==> src/rtl/dtmf_dialer.sv <==
// dtmf_dialer: queues hex digits and plays each one as a timed tone burst
// (MARK_CYCLES with tone_en high, then SPACE_CYCLES of silence).
// Ports: clk, reset (sync, active-high); digit_in/digit_valid/digit_ready
// accept handshake; flush aborts dialing and drops queued digits;
// select drives the row/column tone mux; tone_en gates the tones;
// busy = dialing or digit queued; done pulses on the last space cycle.
// Option: define DTMF_DIALER_FIFO_EN for a 4-deep digit FIFO that allows
// back-to-back dialing; otherwise a single holding register is used.
module dtmf_dialer #(
   parameter int MARK_CYCLES  = 600000,
   parameter int SPACE_CYCLES = 600000,
   parameter int CNT_W        = 20
) (
   input  logic       clk,
   input  logic       reset,
   input  logic [3:0] digit_in,
   input  logic       digit_valid,
   output logic       digit_ready,
   input  logic       flush,
   output logic [3:0] select,
   output logic       tone_en,
   output logic       busy,
   output logic       done
);

   localparam logic [1:0] ST_IDLE  = 2'd0;
   localparam logic [1:0] ST_MARK  = 2'd1;
   localparam logic [1:0] ST_SPACE = 2'd2;

   // Reload values are duration-1 so the counter ends at zero.
   localparam logic [CNT_W-1:0] MARK_LD  = CNT_W'(MARK_CYCLES - 1);
   localparam logic [CNT_W-1:0] SPACE_LD = CNT_W'(SPACE_CYCLES - 1);

   logic [1:0]       state_q, state_d;
   logic [CNT_W-1:0] cnt_q, cnt_d;
   logic [3:0]       sel_q, sel_d;

   logic       base_rdy;
   logic       q_vld;
   logic [3:0] q_head;
   logic       push;
   logic       pop;

   // A digit offered alongside flush or reset is never taken.
   assign digit_ready = base_rdy & ~flush & ~reset;
   assign push        = digit_valid & digit_ready;

   assign select  = sel_q;
   assign tone_en = (state_q == ST_MARK);
   assign done    = (state_q == ST_SPACE) && (cnt_q == '0);
   assign busy    = (state_q != ST_IDLE) || q_vld;

   always_comb begin
      state_d = state_q;
      cnt_d   = cnt_q;
      sel_d   = sel_q;
      pop     = 1'b0;
      if (flush) begin
         state_d = ST_IDLE;
      end else begin
         case (state_q)
            ST_IDLE: begin
               if (q_vld) begin
                  pop     = 1'b1;
                  sel_d   = q_head;
                  cnt_d   = MARK_LD;
                  state_d = ST_MARK;
               end
            end
            ST_MARK: begin
               if (cnt_q == '0) begin
                  cnt_d   = SPACE_LD;
                  state_d = ST_SPACE;
               end else begin
                  cnt_d = cnt_q - 1'b1;
               end
            end
            ST_SPACE: begin
               if (cnt_q == '0) begin
                  // Chain straight into the next digit when one waits.
                  if (q_vld) begin
                     pop     = 1'b1;
                     sel_d   = q_head;
                     cnt_d   = MARK_LD;
                     state_d = ST_MARK;
                  end else begin
                     state_d = ST_IDLE;
                  end
               end else begin
                  cnt_d = cnt_q - 1'b1;
               end
            end
            default: state_d = ST_IDLE;
         endcase
      end
   end

   always_ff @(posedge clk) begin
      if (reset) begin
         state_q <= ST_IDLE;
         cnt_q   <= '0;
         sel_q   <= 4'h0;
      end else begin
         state_q <= state_d;
         cnt_q   <= cnt_d;
         sel_q   <= sel_d;
      end
   end

`ifdef DTMF_DIALER_FIFO_EN
   logic [3:0] mem_q [4];
   logic [3:0] mem_d [4];
   logic [1:0] wr_q, wr_d;
   logic [1:0] rd_q, rd_d;
   logic [2:0] fill_q, fill_d;

   assign base_rdy = (fill_q != 3'd4);
   assign q_vld    = (fill_q != 3'd0);
   assign q_head   = mem_q[rd_q];

   always_comb begin
      mem_d  = mem_q;
      wr_d   = wr_q;
      rd_d   = rd_q;
      fill_d = fill_q;
      if (flush) begin
         wr_d   = 2'd0;
         rd_d   = 2'd0;
         fill_d = 3'd0;
      end else begin
         if (push) begin
            mem_d[wr_q] = digit_in;
            wr_d        = wr_q + 2'd1;
         end
         if (pop) begin
            rd_d = rd_q + 2'd1;
         end
         case ({push, pop})
            2'b10:   fill_d = fill_q + 3'd1;
            2'b01:   fill_d = fill_q - 3'd1;
            default: fill_d = fill_q;
         endcase
      end
   end

   always_ff @(posedge clk) begin
      if (reset) begin
         for (int i = 0; i < 4; i++) begin
            mem_q[i] <= 4'h0;
         end
         wr_q   <= 2'd0;
         rd_q   <= 2'd0;
         fill_q <= 3'd0;
      end else begin
         mem_q  <= mem_d;
         wr_q   <= wr_d;
         rd_q   <= rd_d;
         fill_q <= fill_d;
      end
   end
`else
   logic       hold_v_q, hold_v_d;
   logic [3:0] hold_q, hold_d;

   // Only accept while idle, so a digit is never queued behind a burst.
   assign base_rdy = (state_q == ST_IDLE) && !hold_v_q;
   assign q_vld    = hold_v_q;
   assign q_head   = hold_q;

   always_comb begin
      hold_v_d = hold_v_q;
      hold_d   = hold_q;
      if (flush) begin
         hold_v_d = 1'b0;
      end else begin
         if (pop) begin
            hold_v_d = 1'b0;
         end
         if (push) begin
            hold_v_d = 1'b1;
            hold_d   = digit_in;
         end
      end
   end

   always_ff @(posedge clk) begin
      if (reset) begin
         hold_v_q <= 1'b0;
         hold_q   <= 4'h0;
      end else begin
         hold_v_q <= hold_v_d;
         hold_q   <= hold_d;
      end
   end
`endif

endmodule

==> config.mk <==
export PLATFORM = sky130hd
export DESIGN_NAME = dtmf_dialer
export DESIGN_NICKNAME = d
export VERILOG_FILES = /design/src/rtl/dtmf_dialer.sv
export SDC_FILE = /design/constraint.sdc
export NUM_CORES = 1
export LEC_CHECK = 0
export CORE_ASPECT_RATIO = 1.5
export CORE_MARGIN = 2
export CORE_UTILIZATION = 50
export CTS_CLUSTER_SIZE = 20
export DETAILED_ROUTE_END_ITERATION = 12
export PLACE_DENSITY = 0.7
export SLEW_MARGIN = 10
export SYNTH_ARGS = -nofsm -noshare
export SYNTH_HDL_FRONTEND = slang
export SYNTH_SLANG_ARGS = --single-unit
==> constraint.sdc <==
create_clock -name clk -period 2.5 [get_ports clk]
set_input_delay 0.5 -clock clk [delete_from_list [all_inputs] [get_ports clk]]
set_output_delay 0.5 -clock clk [all_outputs]
set_load 0.02 [all_outputs]
-- After elaboration in Yosys (flattened, before gate mapping)
Index checks and enable logic that the tools add are counted.
- bits in registers: 31
- logic and storage cells: 49
- input bits: 8
- output and inout port bits: 8
- reduce and logical (&&, ||, !) cells: 15
- bitwise operators: 5
- eq/ne operators: 5
- $add $sub $neg: 1
- muxes and demuxes: 18
- operators with widths (operator ; number):
    20-bit 2-to-1 mux ; 3
    20-bit one-hot mux with 3 select lines ; 1
    20-bit logical NOT ; 1
    20-bit by 1-bit subtractor with 20-bit output, second input constant ; 1
    4-bit 2-to-1 mux ; 2
    4-bit one-hot mux with 2 select lines ; 1
    1-bit 2-to-1 mux ; 6
    2-bit 2-to-1 mux ; 3
    2-bit one-hot mux with 3 select lines ; 1
    3-bit AND reduction ; 2
    2-bit nonzero test ; 3
    2-bit by 1-bit != test with 1-bit output, second input constant ; 2
    2-bit AND reduction ; 2
    1-bit bitwise AND ; 3
    3-bit nonzero test ; 1
    2-bit by 1-bit equality test with 1-bit output, second input constant ; 1
    2-bit equality test, second input constant ; 1
    1-bit logical AND ; 2
    2-bit logical NOT ; 1
    2-bit != test, second input constant ; 1
    1-bit inverter ; 2
    1-bit one-hot mux with 2 select lines ; 1
    2-bit OR reduction ; 1
    1-bit logical NOT ; 1
    1-bit logical OR ; 1

-- Depth between registers and ports, before layout
Gate-level depths: netlist of the first run.
- word-level depth: 6
- depth in mapped cells: 8
- gate-level depth less buffers: 8

-- Least setup slack after synthesis of the first run
No wires, ideal clock.
- path type: flip-flop to flip-flop
- start: register cnt_q[4]
- end: register sel_q[0], in the netlist select[0]
- period minus slack after synthesis: 2020 ps
- setup time: 72 ps
- required time: 2428 ps
- data arrival time: 1948 ps
- cell stages (with the launch flop): 6
- buffers on the path: 0
- setup slack: 480 ps
- cells stage by stage: dfxtp_1 -> nor4_4 -> nand4_4 -> nor3_2 -> o211a_1 -> mux2i_1
- word-level cells in the longest chain between the ends: 3
- ends and longest elaborated chain (element ; RTL line ; RTL):
    start: declaration ; 35 ; logic [CNT_W-1:0] cnt_q, cnt_d;
    start signal: assignment ; 105 ; cnt_q <= cnt_d;
    20-bit logical NOT ; 79 ; if (cnt_q == '0) begin
    2-bit by 1-bit != test with 1-bit output (no source line) ; - ;
    3-bit AND reduction (no source line) ; - ;
    end signal: assignment ; 106 ; sel_q <= sel_d;
    end: declaration ; 36 ; logic [3:0] sel_q, sel_d;
Every way passes these cells.
A chain may end at the register's enable or synchronous reset.

-- Worst setup path in the final report of the first run
- start: register cnt_q[5]
- end: output done
- word-level cells in the longest chain between the ends: 2
- ends and longest elaborated chain (element ; RTL line ; RTL):
    20-bit logical NOT ; 50 ; assign done = (state_q == ST_SPACE) && (cnt_q == '0);
    1-bit logical AND ; 50 ;
    end: declaration ; 23 ; output logic done
Every way passes these cells.

==> results.yml, run 1 <==
route:
  ant_nets: 0
  via_per_inst: 6.33
  drtIter0Drc: 115
  drc: 0
  vias: 2108
  wl_um: 5420
  drtPass1Iterations: 4
  wl_per_cell_um: 16.3
yosys:
  yosysUniqueCellTypes: 64
  syn-cell-area_um2: 2070
  synth_top_family_by_area: "compound AO/OA/AOI/OAI gates"
  synth_commonest_cells: "dfxtp_1, nor2_1, a21oi_1, nand2_1"
  avgSynthCellArea_um2: 8.17
  synth_adder_area_share: 0.0362
  synth_most_common_cell: "dfxtp_1"
  synth-async-reset-ratio: 0
  ys_top_cells_by_area: "dfxtp_1, nor2_1, a21oi_1"
  synthXorXnorAreaFrac: 0.0127
  synth_nets: 268
  synth-edff-count: 0
  synth_flop_cell: "dfxtp_1"
  synth_top_area_cell: "dfxtp_1"
  synth_compound_gate_area_share: 0.282
  muxShareOfSynthArea: 0.0386
  synth-simple-area-share: 0.276
  ys.warnings.count: 0
  ys_seq_elements: 31
  synth_cells: 254
  synth_top_area_frac: 0.299
  yosysSeqAreaShare: 0.299
global_routing:
  antenna_found_initial: 0
  grt_start_max_net_pins: 36
  grt_pass1_vias: 1961
  grt_pass1_wl_um: 9160
  grt_use_total: 0.239
  grt_overflow: 0
clock_network:
  cts_setup_buffers: 0
  clk_path_buf_depth: 2
  htreeDepth: 2
  tritoncts: "done"
  clk_pin_slew_ns: 0.06
  cts_hold_buf: 0
  cts_root_buf: "clkbuf_8"
  numCtsBuffers: 5
  cts.sink_count: 31
  clock_latency_ns: 0.28
placed_design:
  io_buffers: 15
  hpwl_um: 4040
  gp_congestion: 0.922
  placed_cells: 326
finish:
  layout-drive-gt1-share: 0.174
  nets: 302
  diodes: 0
  syn_to_final_growth_pct: 21.0
  instances_no_fill: 333
worst_setup_path:
  path_buf_inv: 1
  crit_fanout: 5
  cp-end-kind: "output pin"
  ff2ff_setup_slack_ns: 0.34
  critPathMaxStageDelay_ns: 0.38
  slowest_stage: "nor4_4"
  required_ns: 2.00
  cp_data_arrival_time_ns: 1.82
  cp_top_family: "simple AND/OR/NAND/NOR gates"
  cp_cell_sequence: "nor4_4, nand4_4, nor3_2, dlygate4sd2_1"
  start_kind: "register"
  critPathKind: "reg2out"
sta:
  holdWs_ns: 0.471
  max_clock_freq_mhz: 431
  final-setup-viol-count: 0
  skew_ns: 0.00435
  worst_pin_slew_ns: 0.500
  finalHoldViolCount: 0
  rsz0062_at_grt: "false"
  layout_worst_path_cycle_share: 0.927
  period_needed_ns: 2.32
  slew_viol_final: 0
  tns_ns: 0
  slew_headroom: 0.666
floorplanning:
  die_w_um: 56.6
  dieArea_um2: 4690
  start_util: 0.524
  fp.dieH_um: 82.9
  core_region_area_um2: 3960
  ios: 16
  rows: 28
power_and_ir_drop:
  power_density_nw_per_um2: 493
  irDropWorstVdd_uv: 388
  power_w: 0.00124
  p_leak_nw: 1.00
run:
  max_cap_viol_count: 0
outcome:
  status: "complete, no violations"
worst_hold_path:
  worstHoldPathType: "reg2reg"
==> cell families (layout without fill, tap and decap cells) <==
family	after synthesis	count (layout)
simple gates	99	99
xor+xnor	3	3
flops	31	31
mux	8	8
fa+ha+maj	6	6
compound gates	79	79
buf+inv	28	62
==> cell usage in the layout (no fill, tap or decap), types with 2 or more instances in the layout <==
| cell | count |
|---|---|
| clkdlybuf4s50_1 | 13 |
| o211a_1 | 2 |
| a311oi_1 | 2 |
| a211oi_1 | 5 |
| xnor2_1 | 2 |
| nand4b_1 | 2 |
| ha_1 | 6 |
| nor3_1 | 10 |
| nor3_2 | 2 |
| inv_1 | 12 |
| a221oi_1 | 3 |
| o221ai_1 | 2 |
| a21oi_1 | 17 |
| o31ai_1 | 5 |
| a31oi_1 | 5 |
| nor2_1 | 26 |
| clkbuf_8 | 6 |
| or2_2 | 3 |
| o211ai_1 | 2 |
| and3_1 | 4 |
| buf_4 | 28 |
| mux2i_1 | 8 |
| nand4_1 | 2 |
| or3_1 | 2 |
| nor2b_1 | 3 |
| o31a_1 | 5 |
| nand2b_1 | 10 |
| o32ai_1 | 4 |
| o21ai_0 | 9 |
| dfxtp_1 | 31 |
| and4_1 | 2 |
| a21o_1 | 2 |
| nor4_1 | 3 |
| nand2_1 | 17 |
==> state kept, by name (all words and copies together) (netlist names) <==
register and flops:
hold_q 4, state_q 2, cnt_q 20, select 4
hold_v_q 1
==> where the power goes <==
part	switching, W	internal [W]
clock network	0.000182	0.000216
registers	0.0000102	0.000505
logic	0.000189	0.000136
total	0.000381	0.000857
==> metrics by stage <==
stage / utilization / worst slack (ns) / area [um^2]
finish: 0.634 / 0.182 / 2510
detailed placement: 0.612 / 0.0276 / 2420
global route: 0.634 / 0.0938 / 2510
floorplan: - / 0.480 / 2070
global placement: 0.612 / 0.0436 / 2420
CTS: 0.633 / 0.0276 / 2510
==> per-layer routing <==
layer | global-route usage | wire length, um | vias to the layer above
met4 | 0.119 | 182 | 0
met3 | 0.0467 | 361 | 17
met1 | 0.299 | 2310 | 973
li1 | - | - | 1020
met2 | 0.382 | 2560 | 98
met5 | 0 | 0 | -
==> final timing paths <==
check | start | endpoint | depth (start not counted)
setup / recovery | cnt_q[5] | done | 4
hold / removal | hold_q[1] | select[1] | 2
setup reg to reg | state_q[1] | cnt_q[3] | 7
hold reg to reg | hold_q[1] | select[1] | 2
==> worst reg2reg max path, cell delays in order (launching register included) <==
cell,delay (ns)
dfxtp_1,0.39
inv_1,0.08
ha_1,0.43
nor2b_1,0.47
nor3_1,0.10
a31oi_1,0.15
nor2_1,0.06
a2111oi_0,0.36
==> timing repair <==
action / 4_1_cts / 5_1_grt
gates resized for setup: 1 / 1
setup endpoints to repair: 1 / 1
hold endpoints to repair: 0 / 0
pin swaps: 0 / 0
==> area by class of cell <==
class,instances,area (um^2)
Timing Repair Buffer,43,362
Multi-Input combinational cell,195,1340
Tap cell,45,56.3
Inverter,12,45.0
Clock inverter,1,5.00
Sequential cell,31,621
Clock buffer,6,82.6
Fill cell,356,1450
Note: power is estimated with default switching activity, not from simulation.
==> run 2, diff against run 1 <==
CORE_UTILIZATION = 30   (was 50)
PLACE_DENSITY = unset   (was 0.7)
==> results.yml, run 2 (synthesis results as in run 1) <==
sta:
  slew_viol_final: 0
  period_needed_ns: 2.30
  slew_headroom: 0.681
  layout_worst_path_cycle_share: 0.919
  finalHoldViolCount: 0
  final-setup-viol-count: 0
  max_clock_freq_mhz: 435
  holdWs_ns: 0.477
  skew_ns: 0.00402
  worst_pin_slew_ns: 0.478
  fin_ws_ns: 0.201
  rsz0062_at_grt: "false"
worst_setup_path:
  slowest_stage: "nor4_4"
  crit_fanout: 3
  required_ns: 2.00
  cp-end-kind: "output pin"
  critPathKind: "reg2out"
  worstReg2RegStart: "state_q[0]"
  reg2reg_depth: 7
  start_kind: "register"
  cp_data_arrival_time_ns: 1.80
  ff2ff_setup_slack_ns: 0.35
  cp_cell_sequence: "nor4_4, nand4_4, nor3_2, dlygate4sd2_1"
  critPathMaxStageDelay_ns: 0.41
  rr_endpoint: "cnt_q[3]"
finish:
  syn_to_final_growth_pct: 24.1
  diodes: 0
  mostFrequentLayoutCell: "buf_4"
  final_cell_mix: "buf_4, dfxtp_1, nor2_1"
  largest_reg_flops: 20
  max_flop_register: "cnt_q"
  post-route-util: 0.381
  nets: 306
  instances_no_fill: 371
  fin_area_um2: 2570
  nFillCells: 703
  layout-drive-gt1-share: 0.184
power_and_ir_drop:
  power_density_nw_per_um2: 484
  irDropWorstVdd_uv: 217
  p_leak_nw: 1.01
clock_network:
  cts_setup_buffers: 0
  htreeDepth: 2
  clk_path_buf_depth: 2
  cts_root_buf: "clkbuf_8"
  tritoncts: "done"
  cts_hold_buf: 0
  clock_latency_ns: 0.29
  numCtsBuffers: 5
  cts.sink_count: 31
  clk_pin_slew_ns: 0.07
  ctsResizeCount: 2
floorplanning:
  dieArea_um2: 7610
  die_w_um: 71.9
  core_region_area_um2: 6760
  fp.dieH_um: 106
  rows: 37
  ios: 16
  start_util: 0.307
global_routing:
  grt_pass1_wl_um: 10300
  grt_overflow: 0
  antenna_found_initial: 0
  grt_pass1_vias: 2162
  grt_start_max_net_pins: 36
  grt_use_total: 0.168
placed_design:
  post_dp_cell_area_um2: 2490
  hpwl_um: 4560
  gp_congestion: 0.904
  io_buffers: 15
  placed_cells: 363
  dp_slack_ns: -0.00146
worst_hold_path:
  min_path_cells: 2
  hp-start: "hold_q[0]"
  hold_path_end: "select[0]"
  worstHoldPathType: "reg2reg"
route:
  vias: 2118
  wl_per_cell_um: 16.1
  drtIter0Drc: 206
  drc: 0
  ant_nets: 0
  drtPass1Iterations: 4
  wl_um: 5990
  via_per_inst: 5.71
run:
  max_cap_viol_count: 0
outcome:
  status: "complete, no violations"
## run 2: worst max-delay path, delay by kind of cell, from the launching register on
kind                   cells  cell delay (ns)
and+or+nand+nor            3             0.81
DFF                        1             0.33
buffers and inverters      1             0.37
## run 2: power breakdown
group          switching, W  internal [W]
sequential       0.00000963      0.000505
clock              0.000203      0.000194
combinational      0.000196      0.000140
total              0.000408      0.000839
## run 2: cell type report
| class | count | area (um^2) | area share |
|---|---|---|---|
| inverter | 12 | 45.0 | 0.0175 |
| tap | 78 | 97.6 | 0.0379 |
| multi-input combinational | 195 | 1340 | 0.520 |
| sequential | 31 | 621 | 0.241 |
| clock inverter | 2 | 12.5 | 0.00486 |
| timing repair buffer | 47 | 388 | 0.151 |
| clock buffer | 6 | 72.6 | 0.0282 |
## run 2: worst max path at each step
stage,from,slack (ns),depth (start not counted),endpoint
floorplan,cnt_q[4],0.48,5,select[0]
global placement,flush,-0.004,4,digit_ready
detailed placement,flush,-0.001,4,digit_ready
CTS,cnt_q[4],0.17,4,done
global route,state_q[1],0.02,7,cnt_q[3]
finish,cnt_q[4],0.20,4,done
## run 2: per-stage QoR
step	total power [W]	TNS, ns
after floorplan	0.000744	0
after global placement	0.000856	-0.00380
after detailed placement	0.000857	-0.00146
after CTS	0.00125	0
after global routing	0.00131	0
final	0.00125	0
## run 2: per-layer routing
| metal | share of wire | track usage | vias to the layer above | routed length [um] |
|---|---|---|---|---|
| met1 | 0.43 | 0.195 | 1035 | 2550 |
| li1 | - | - | 1029 | - |
| met3 | 0.021 | 0.0172 | 12 | 124 |
| met5 | 0 | 0 | - | 0 |
| met2 | 0.52 | 0.298 | 42 | 3140 |
| met4 | 0.029 | 0.0849 | 0 | 174 |
==> run 3, diff against run 2 <==
CTS_BUF_LIST = sky130_fd_sc_hd__clkbuf_16   (was unset)
==> results.yml, run 3 (synthesis results as in run 1) <==
finish:
  fin_area_um2: 2630
  layout-drive-gt1-share: 0.184
  syn_to_final_growth_pct: 26.8
  largest_reg_flops: 20
  diodes: 0
  post-route-util: 0.389
  mostFrequentLayoutCell: "buf_4"
  final_cell_mix: "buf_4, dfxtp_1, nor2_1"
  nets: 306
  max_flop_register: "cnt_q"
worst_setup_path:
  cp-end-kind: "output pin"
  ff2ff_setup_slack_ns: 0.35
  crit_fanout: 3
  required_ns: 2.00
  worstReg2RegStart: "state_q[0]"
  reg2reg_depth: 7
  cp_data_arrival_time_ns: 1.79
  start_kind: "register"
  rr_endpoint: "cnt_q[3]"
  critPathKind: "reg2out"
  startpoint: "cnt_q[4]"
sta:
  tns_ns: 0
  worst_pin_slew_ns: 0.470
  slew_headroom: 0.686
  max_clock_freq_mhz: 436
  final-setup-viol-count: 0
  skew_ns: 0.00484
  fin_ws_ns: 0.208
  slew_viol_final: 0
  holdWs_ns: 0.475
  rsz0062_at_grt: "false"
  layout_worst_path_cycle_share: 0.917
  period_needed_ns: 2.29
  finalHoldViolCount: 0
worst_hold_path:
  hp-start: "hold_q[3]"
  min_path_cells: 2
  hold_path_end: "select[3]"
  worstHoldPathType: "reg2reg"
power_and_ir_drop:
  power_density_nw_per_um2: 547
  irDropWorstVdd_uv: 246
  comb_power_share: 0.234
  sequentialPowerShare: 0.358
  p_leak_nw: 1.04
  intPower_w: 0.00101
  p_sw_frac: 0.299
  switchingPower_w: 0.000431
  pwr-share-clk: 0.408
global_routing:
  grt_pass1_wl_um: 10300
  antenna_found_initial: 0
  grt_use_total: 0.169
  grt_start_max_net_pins: 36
  grt_overflow: 0
  grt_pass1_vias: 2150
clock_network:
  clk_pin_slew_ns: 0.05
  htreeDepth: 2
  cts_hold_buf: 0
  numCtsBuffers: 5
  cts_root_buf: "clkbuf_16"
  clk_path_buf_depth: 2
  cts_setup_buffers: 0
  cts.sink_count: 31
  tritoncts: "done"
  clock_latency_ns: 0.28
route:
  wirelength_met1_um: 2490
  drtPass1Iterations: 4
  drtIter0Drc: 147
  vias: 2124
  wl_met3_um: 206
  drc: 0
  top_layer: "met4"
  via_per_inst: 5.73
  wl_per_cell_um: 16.3
  route.met2.wl_um: 3130
  ant_nets: 0
  wl_um: 6050
outcome:
  status: "complete, no violations"
floorplanning:
  die_w_um: 71.9
  dieArea_um2: 7610
  start_util: 0.307
  rows: 37
  core_region_area_um2: 6760
  fp.dieH_um: 106
  ios: 16
placed_design:
  gp_congestion: 0.904
  io_buffers: 15
  post_dp_cell_area_um2: 2490
  hpwl_um: 4560
  dp_slack_ns: -0.00146
run:
  max_cap_viol_count: 0
-- run 3: cell count changes in the layout (fill, tap and decap cells not counted) --
cell | before | now
inv_1 | 12 | 13
clkbuf_8 | 5 | 0
clkbuf_1 | 1 | 0
clkbuf_16 | 0 | 5
-- run 3: power groups by stage --
stage	Clock, W	Sequential [W]	Combinational (W)
detailed placement	0	0.000526	0.000331
global route	0.000617	0.000516	0.000366
floorplan	0	0.000524	0.000220
finish	0.000586	0.000515	0.000337
CTS	0.000598	0.000515	0.000332
global placement	0	0.000525	0.000331
-- run 3: stage by stage --
step / total power, W / std cells
floorplan: 0.000744 / 254
global placement: 0.000856 / 363
detailed placement: 0.000857 / 363
CTS: 0.00145 / 371
global route: 0.00150 / 371
finish: 0.00144 / 371
-- run 3: layout make-up --
class                      count  area, um^2
clock inverter                 3        16.3
timing repair buffer          47         388
clock buffer                   5         125
tap                           78        97.6
multi-input combinational    195        1340
fill                         695        4130
inverter                      12        45.0
sequential                    31         621
-- run 3: repair_timing --
item | 4_1_cts | 5_1_grt
setup endpoints to repair | 2 | 0
resized for setup | 2 | 0
endpoints found under the hold margin | 0 | 0
-- run 3: critical path: stages (launching register included) --
cell	delay [ns]
dfxtp_1	0.33
nor4_4	0.41
nand4_4	0.13
nor3_2	0.27
dlygate4sd2_1	0.37
-- run 3: layer usage --
layer / vias to the layer above / track usage
li1: 1028 / -
met1: 1023 / 0.191
met2: 58 / 0.297
met3: 15 / 0.0229
met4: 0 / 0.0903
met5: - / 0
-- run 3: worst max-delay path by stage --
stage / endpoint / cells past startpoint
2_1_floorplan: select[0] / 5
3_3_place_gp: digit_ready / 4
3_5_place_dp: digit_ready / 4
4_1_cts: done / 4
5_1_grt: cnt_q[3] / 7
6_report: done / 4
